==> config.mk <==
export PLATFORM = sky130hd
export DESIGN_NAME = proc_fl_iobuf
export DESIGN_NICKNAME = d
export VERILOG_FILES = /design/src/rtl/proc_fl_iobuf.sv
export SDC_FILE = /design/constraint.sdc
export NUM_CORES = 2
export LEC_CHECK = 0
export ABC_AREA = 1
export CAP_MARGIN = 30
export CORE_AREA = 8 8 571 573
export DETAILED_ROUTE_END_ITERATION = 10
export DIE_AREA = 0 0 579 581
export GPL_ROUTABILITY_DRIVEN = 0
export GPL_TIMING_DRIVEN = 0
export SYNTH_ARGS = -nofsm -noshare
export SYNTH_HDL_FRONTEND = slang
export SYNTH_SLANG_ARGS = --single-unit
==> constraint.sdc <==
create_clock -name clk -period 3.5 [get_ports clk]
set_input_delay 0.7 -clock clk [delete_from_list [all_inputs] [get_ports clk]]
set_output_delay 0.7 -clock clk [all_outputs]
set_load 0.01 [all_outputs]
==> src/rtl/proc_fl_iobuf.sv <==
// proc_fl_iobuf: buffered I/O bridge between the FP processor I/O port and
// per-channel valid/ready streams. Each input address owns a receive FIFO and
// each output address owns a transmit FIFO, with sticky underflow/overflow flags.
module proc_fl_iobuf #(
    parameter int NBMANT = 16,
    parameter int NBEXPO = 6,
    parameter int NUIOIN = 8,
    parameter int NUIOOU = 8,
    parameter int FDEPTH = 4,
    localparam int NBDATA = NBMANT + NBEXPO + 1,
    localparam int AIW    = (NUIOIN > 1) ? $clog2(NUIOIN) : 1,
    localparam int AOW    = (NUIOOU > 1) ? $clog2(NUIOOU) : 1
) (
    input  logic                     clk,
    input  logic                     rst,
    input  logic [AIW-1:0]           proc_addr_in,
    input  logic                     proc_req_in,
    output logic [NBDATA-1:0]        proc_data_in,
    input  logic [AOW-1:0]           proc_addr_out,
    input  logic                     proc_out_en,
    input  logic [NBDATA-1:0]        proc_data_out,
    input  logic [NUIOIN*NBDATA-1:0] in_data,
    input  logic [NUIOIN-1:0]        in_valid,
    output logic [NUIOIN-1:0]        in_ready,
    output logic [NUIOOU*NBDATA-1:0] out_data,
    output logic [NUIOOU-1:0]        out_valid,
    input  logic [NUIOOU-1:0]        out_ready,
    output logic [NUIOIN-1:0]        in_under,
    output logic [NUIOOU-1:0]        out_over,
    input  logic                     clr_flags
);

    localparam int PW = $clog2(FDEPTH);
    localparam int CW = PW + 1;
    localparam logic [CW-1:0] FULL = CW'(FDEPTH);

    logic [NBDATA-1:0] r_rx_mem [NUIOIN][FDEPTH];
    logic [PW-1:0]     r_rx_rp  [NUIOIN];
    logic [PW-1:0]     r_rx_wp  [NUIOIN];
    logic [CW-1:0]     r_rx_cnt [NUIOIN];
    logic [NBDATA-1:0] r_hold   [NUIOIN];
    logic [NUIOIN-1:0] r_in_under;

    logic [NBDATA-1:0] r_tx_mem [NUIOOU][FDEPTH];
    logic [PW-1:0]     r_tx_rp  [NUIOOU];
    logic [PW-1:0]     r_tx_wp  [NUIOOU];
    logic [CW-1:0]     r_tx_cnt [NUIOOU];
    logic [NUIOOU-1:0] r_out_over;

    logic              w_rd_ok;
    logic              w_wr_ok;
    logic [NUIOIN-1:0] w_rd_sel;
    logic [NUIOIN-1:0] w_rx_push;
    logic [NUIOIN-1:0] w_rx_pop;
    logic [NUIOIN-1:0] w_rx_under;
    logic [NUIOOU-1:0] w_wr_sel;
    logic [NUIOOU-1:0] w_tx_push;
    logic [NUIOOU-1:0] w_tx_pop;
    logic [NUIOOU-1:0] w_tx_over;

    // Out-of-range addresses only exist for non-power-of-two channel counts.
    assign w_rd_ok = 32'(proc_addr_in) < 32'(NUIOIN);
    assign w_wr_ok = 32'(proc_addr_out) < 32'(NUIOOU);

    // Flags read as 0 while reset is held, before the first reset edge clears them.
    assign in_under = r_in_under & {NUIOIN{~rst}};
    assign out_over = r_out_over & {NUIOOU{~rst}};

    // Receive-side handshake, processor read decode and combinational read data.
    always_comb begin
        proc_data_in = '0;
        for (int c = 0; c < NUIOIN; c++) begin
            in_ready[c]   = (r_rx_cnt[c] < FULL) & ~rst;
            w_rx_push[c]  = in_valid[c] & in_ready[c];
            w_rd_sel[c]   = proc_req_in & w_rd_ok & ~rst & (proc_addr_in == AIW'(c));
            w_rx_pop[c]   = w_rd_sel[c] & (r_rx_cnt[c] != '0);
            w_rx_under[c] = w_rd_sel[c] & (r_rx_cnt[c] == '0);
        end
        if (!rst && w_rd_ok) begin
            // Empty channel shows the last word popped from it.
            proc_data_in = (r_rx_cnt[proc_addr_in] != '0)
                         ? r_rx_mem[proc_addr_in][r_rx_rp[proc_addr_in]]
                         : r_hold[proc_addr_in];
        end
    end

    // Transmit-side handshake and write acceptance; a full FIFO popping this cycle still accepts.
    always_comb begin
        out_data = '0;
        for (int k = 0; k < NUIOOU; k++) begin
            out_valid[k] = (r_tx_cnt[k] != '0) & ~rst;
            w_tx_pop[k]  = out_valid[k] & out_ready[k];
            w_wr_sel[k]  = proc_out_en & w_wr_ok & ~rst & (proc_addr_out == AOW'(k));
            w_tx_push[k] = w_wr_sel[k] & ((r_tx_cnt[k] < FULL) | w_tx_pop[k]);
            w_tx_over[k] = w_wr_sel[k] & ~w_tx_push[k];
            out_data[k*NBDATA +: NBDATA] = r_tx_mem[k][r_tx_rp[k]];
        end
    end

    // FIFO storage writes; contents need no reset since counts gate visibility.
    always_ff @(posedge clk) begin
        for (int c = 0; c < NUIOIN; c++) begin
            if (w_rx_push[c]) r_rx_mem[c][r_rx_wp[c]] <= in_data[c*NBDATA +: NBDATA];
        end
        for (int k = 0; k < NUIOOU; k++) begin
            if (w_tx_push[k]) r_tx_mem[k][r_tx_wp[k]] <= proc_data_out;
        end
    end

    // Receive pointers, counts, hold registers and underflow flags.
    always_ff @(posedge clk) begin
        if (rst) begin
            for (int c = 0; c < NUIOIN; c++) begin
                r_rx_rp[c]  <= '0;
                r_rx_wp[c]  <= '0;
                r_rx_cnt[c] <= '0;
                r_hold[c]   <= '0;
            end
            r_in_under <= '0;
        end else begin
            for (int c = 0; c < NUIOIN; c++) begin
                if (w_rx_push[c]) r_rx_wp[c] <= r_rx_wp[c] + 1'b1;
                if (w_rx_pop[c]) begin
                    r_rx_rp[c] <= r_rx_rp[c] + 1'b1;
                    r_hold[c]  <= r_rx_mem[c][r_rx_rp[c]];
                end
                r_rx_cnt[c] <= r_rx_cnt[c] + CW'(w_rx_push[c]) - CW'(w_rx_pop[c]);
            end
            // Set wins over clear.
            r_in_under <= (r_in_under & ~{NUIOIN{clr_flags}}) | w_rx_under;
        end
    end

    // Transmit pointers, counts and overflow flags.
    always_ff @(posedge clk) begin
        if (rst) begin
            for (int k = 0; k < NUIOOU; k++) begin
                r_tx_rp[k]  <= '0;
                r_tx_wp[k]  <= '0;
                r_tx_cnt[k] <= '0;
            end
            r_out_over <= '0;
        end else begin
            for (int k = 0; k < NUIOOU; k++) begin
                if (w_tx_push[k]) r_tx_wp[k] <= r_tx_wp[k] + 1'b1;
                if (w_tx_pop[k])  r_tx_rp[k] <= r_tx_rp[k] + 1'b1;
                r_tx_cnt[k] <= r_tx_cnt[k] + CW'(w_tx_push[k]) - CW'(w_tx_pop[k]);
            end
            r_out_over <= (r_out_over & ~{NUIOOU{clr_flags}}) | w_tx_over;
        end
    end

endmodule

# Word-level counts from Yosys, hierarchy flattened
# Memories as Yosys holds them, arrays and structs flattened.
# Cells that the tools add are included.
# classes
magnitude_cmp	65
bitwise_logic	195
muxes	277
n_reduce_logical	50
n_addsub	64
eq_ne	14
# ops
operator	n
$mux 92	30
$mux 23	60
$bmux 23 s2	17
$demux 23 s2	16
$reduce_or 92->1	7
$ge 3x3->1 const B	33
$mux 1	99
$not 2->3	33
$and 1x1->1	82
$mux 3	23
$add 2x1->2 const B	32
$mux 2	32
$or 1x1->1	64
$reduce_bool 3->1	17
$add 3x1->3	16
$lt 3x1->1 const B	16
$lt 3x3->1 const B	16
$sub 3x1->3	16
$and 8x8->8	4
$logic_not 3->1	10
$eq 3x3->1 const B	8
$logic_and 1x1->1	16
$or 8x8->8	2
$eq 3x2->1 const B	4
other kinds (3)	12
# totals
regBits	16
out_inout_bits	239
ram_bits	1768
mem_count	9
# memory_table
name	words	width	rd	rd_ports_with_merged_regs	write_ports	line	source
r_rx_mem	8	92	9	0	8	37	logic [NBDATA-1:0] r_rx_mem [NUIOIN][FDEPTH];
r_tx_mem	8	92	8	0	1	44	logic [NBDATA-1:0] r_tx_mem [NUIOOU][FDEPTH];
r_hold	8	23	1	0	8	41	logic [NBDATA-1:0] r_hold [NUIOIN];
r_rx_cnt	8	3	9	0	8	40	logic [CW-1:0] r_rx_cnt [NUIOIN];
r_tx_cnt	8	3	8	0	8	47	logic [CW-1:0] r_tx_cnt [NUIOOU];
r_rx_rp	8	2	9	0	8	38	logic [PW-1:0] r_rx_rp [NUIOIN];
3 more memories	n/a	n/a	n/a	n/a	n/a	n/a	

# Depth between registers and ports, before layout
# An unclocked memory read counts as a cell.
# depth
ltp_word	16
depth_mapped	16

# Worst setup path before layout
# No wires, ideal clock.
# synth_timing
path_type	input-to-reg
startpoint	input port proc_addr_in[0]
endpoint	memory r_hold[6][0] (netlist name) (enable)
path_buffers	1
path_slack_ns	0.006
arrival_time_ns	3.052
path_stages	6
setup_time_ns	0.442
cell_sequence	buf_4 > inv_4 > nand2_1 > inv_1 > nand2_1 > o21ai_0
# synth_lines
item	line	source
start, declared	16	input logic [AIW-1:0] proc_addr_in,
end, declared	41	

# Worst setup path after layout
# layout_timing
startpoint	input port proc_addr_in[0]
endpoint	output port proc_data_in[11]
# layout_via
elab_chain_cells	7
word_cells_on_any_way	11
cone_classes	mux (5); bitwise (1); reduce/logical (1); memory (4)
# layout_rtl
item	line	source
$mem_v2 8x2	n/a	
$not 2->3 (implied by the code)	82	? r_rx_mem[proc_addr_in][r_rx_rp[proc_addr_in]]
$bmux 23 s2	82	
$mux 23 (implied by the code) (2 in a row)	82	
$mux 23 *	82	
$mux 23 *	79	if (!rst && w_rd_ok) begin
end, declared	18	output logic [NBDATA-1:0] proc_data_in,
# Mark *: on every way between the ends. The rest lies on a longest branch, timed or not. The select of a mux whose other input is x is not followed.

==> metrics.txt <==
CTS tree done; Syn Inst Count 7649; skew final 0.0783 ns; H-Tree Level Count 4; Num CTS Buffers 181; status finished with violations; I/O Buffers 471; Die Area 336000 um^2; Slew headroom 0.367; Max Slew Vio Count 0; leakage 38.3 nW; Sw Ratio 0.281; Logic pwr share 0.168; Least-Margin Pin Slew 0.948 ns; Slowest Stage Delay on Critical Path 0.52 ns; CTS root buf clkbuf_16; syn avg cell area 10.3 um^2; chip width 579 um; via count of the routed design 62300; max_cap viols 0; Final Setup Violations 11; nets 8772; worst-path cell chain buf_12 > inv_12 > nand2_4 > clkinvlp_4 > buf_6 > clkbuf_8 > nand2_2 > nand4_1 > mux2i_2 > a21oi_4 > nand2_2 > inv_1 > buf_2; Global Route Usage Sum 0.190; Cell variety after synth 33; sequential share of power 0.468; Yosys warnings 0; total grt overflow 0; worst setup path class in2out; io pins 473; Hold Buf Count CTS 0; initial antenna violation count 91; CP max FO 10; share of cells above drive strength 1 0.125; delay-heaviest family, CP buffers and inverters; CP startpoint kind primary input; Iter 0 DRT Violations 9882; core region area 317000 um^2; vias per inst 4.89; Post-Syn Area 78800 um^2; Slowest-stage cell, CP nand4_1; class of the worst hold path in2reg; syn nets 7993; Fin. Hold Viols 0; Setup crit end kind output port; Residual DRC 0; largest net degree at the start of global routing 33; Worst-path clk slew 0.06 ns; WP data arrival 3.02 ns; pwr dens 530 nW/um^2; post-synthesis sequential area ratio 0.672; area delta synth->final 25.2%; Peak Freq 269 MHz; Chip Height 581 um; failing checks setup timing; clk_lat worst skew 0.86 ns; antenna-violating nets left 0; min Tclk post-route 3.72 ns; vias in the first global route 57700; crit path buf inv count 7; Pwr Total 52.3 mW; NetSw 14.7 mW; Final HPWL DP 258000 um; DR pass1 iterations 9; CP required 2.80 ns; Max IR drop VDD 362 uV; CTS sink cnt 1784; Yosys reg bits 1784; Post-Route WL 335000 um; CTS Buffer Depth 4; RSZ-0062 raised after global routing yes; Final period util 1.06; min setup slack post-route -0.218 ns; WL per Instance 26.3 um; first-pass GRT wire length 452000 um; clock group share of total power 0.364; cell repeated most along the worst path nand2_2; internal power 37.6 mW; starting density of the core 0.249; num rows 207; total negative slack -0.660 ns
[Yosys cell counts, drive strengths merged]
library cell / instances / area share
xnor2: 11 / 0.0012
edfxtp: 1720 / 0.66
o211ai: 36 / 0.0034
o21ai: 759 / 0.048
nand2: 2039 / 0.097
xor2: 14 / 0.0016
dfxtp: 64 / 0.016
a32o: 9 / 0.0011
ha: 94 / 0.015
buf: 122 / 0.0067
a21oi: 191 / 0.012
o41ai: 2 / 0.00022
mux2i: 23 / 0.0029
nand3: 131 / 0.0083
nor3: 3 / 0.00019
nor2: 1167 / 0.056
o31ai: 5 / 0.00048
or2: 2 / 0.00016
nand4: 46 / 0.0037
inv: 614 / 0.029
a31oi: 5 / 0.00040
clkbuf: 309 / 0.015
o22ai: 263 / 0.021
fa: 16 / 0.0041
clkinv: 4 / 0.00019
[power groups by stage]
stage	combinational, mW	clock [mW]	sequential, mW
2_1_floorplan	3.60	0	24.7
3_3_place_gp	7.87	0	24.9
3_5_place_dp	8.05	0	24.9
4_1_cts	8.58	19.2	24.4
5_1_grt	9.30	19.9	24.5
6_report	8.78	19.0	24.4
[repair_timing]
action                                  in CTS  in global routing
pin swaps                                   67                 38
gates resized for setup                    826                227
cloned                                       1                  0
setup buffers                               44                 14
endpoints found under the setup margin    1488                207
endpoints found under the hold margin        0                  0
[final timing paths]
path / slack, ns / from / endpoint / cells after the start
setup / recovery: -0.22 / proc_addr_in[0] / proc_data_in[11] / 13
hold / removal: 0.36 / proc_data_out[10] / r_tx_mem[0][102]$_DFFE_PP_ / 2
setup reg to reg: 0.31 / r_rx_cnt[0][0]$_SDFF_PP0_ / r_rx_cnt[0][2]$_SDFF_PP0_ / 11
hold reg to reg: 0.48 / r_rx_cnt[1][2]$_SDFF_PP0_ / r_rx_cnt[1][2]$_SDFF_PP0_ / 1
[sequential cells by signal, indices dropped and copies added (netlist names)]
signal,count
r_rx_mem,736
r_tx_mem,736
r_hold,184
r_rx_cnt,24
r_tx_cnt,24
r_rx_rp,16
r_rx_wp,16
r_tx_rp,16
r_tx_wp,16
r_in_under,8
r_out_over,8
[layer usage]
metal | routed length [um] | global-route usage | vias to the layer above
li1 | - | - | 27400
met1 | 123000 | 0.242 | 29300
met2 | 143000 | 0.288 | 4741
met3 | 48100 | 0.0653 | 825
met4 | 20300 | 0.0899 | 34
met5 | 226 | 0 | -
[worst reg2reg max path, stage by stage (launching register included)]
cell and delay, ns:
dfxtp_1 0.34, nor3_4 0.28, nor2_1 0.07, nand2_1 0.35, inv_1 0.51, ha_1 0.46, inv_1 0.04, ha_1 0.20
fa_1 0.39, xnor2_1 0.20, xor2_1 0.16, nor2_1 0.05
[kinds of logic (layout without fill, tap and decap cells)]
| kind of cell | Yosys count | count (layout) | synth area share |
|---|---|---|---|
| AND/OR/NAND/NOR | 3388 | 3388 | 0.165 |
| flip-flops | 1784 | 1784 | 0.672 |
| AO/OA/AOI/OAI | 1270 | 1270 | 0.0870 |
| buffers and inverters | 1049 | 1961 | 0.0509 |
| adder cells (fa/ha/maj) | 110 | 110 | 0.0190 |
| XOR/XNOR | 25 | 25 | 0.00278 |
| multiplexers | 23 | 23 | 0.00292 |
| other | 0 | 17 | 0 |
[per-stage QoR]
| stage | instance area [um^2] | instances | hold slack, ns | util | setup WS (ns) |
|---|---|---|---|---|---|
| 6_report | 98600 | 12800 | 0.355 | 0.311 | -0.218 |
| 5_1_grt | 98600 | 12700 | 0.321 | 0.311 | -0.145 |
| 4_1_cts | 98200 | 12700 | 0.312 | 0.310 | -0.128 |
| 3_5_place_dp | 90200 | 12400 | 0.464 | 0.285 | -1.77 |
| 3_3_place_gp | 88700 | 12300 | 0.457 | 0.280 | -3.15 |
| 2_1_floorplan | 78800 | 7649 | 0.443 | - | 0.00573 |
[cell usage in the layout, fill, tap and decap left out, drive strengths merged, types with 64 or more instances in the layout]
cell type / synthesis / routed
buf: 122 / 307
dlygate4sd2: 0 / 71
o21ai: 759 / 759
inv: 614 / 616
a21oi: 191 / 191
ha: 94 / 94
nand2: 2039 / 2039
edfxtp: 1720 / 1720
clkdlybuf4s50: 0 / 291
clkinv: 4 / 71
nor2: 1167 / 1167
clkbuf: 309 / 512
dfxtp: 64 / 64
nand3: 131 / 131
o22ai: 263 / 263
[layout make-up]
cell class,count,area [um^2]
fill,32400,218000
sequential,1784,52900
multi-input combinational,4816,23500
timing repair buffer,603,6470
tap,4180,5230
clock buffer,220,4790
buffer,424,2530
inverter,618,2350
clock inverter,96,816
antenna,17,42.5
No activity file was read; power rests on OpenSTA's default activity.
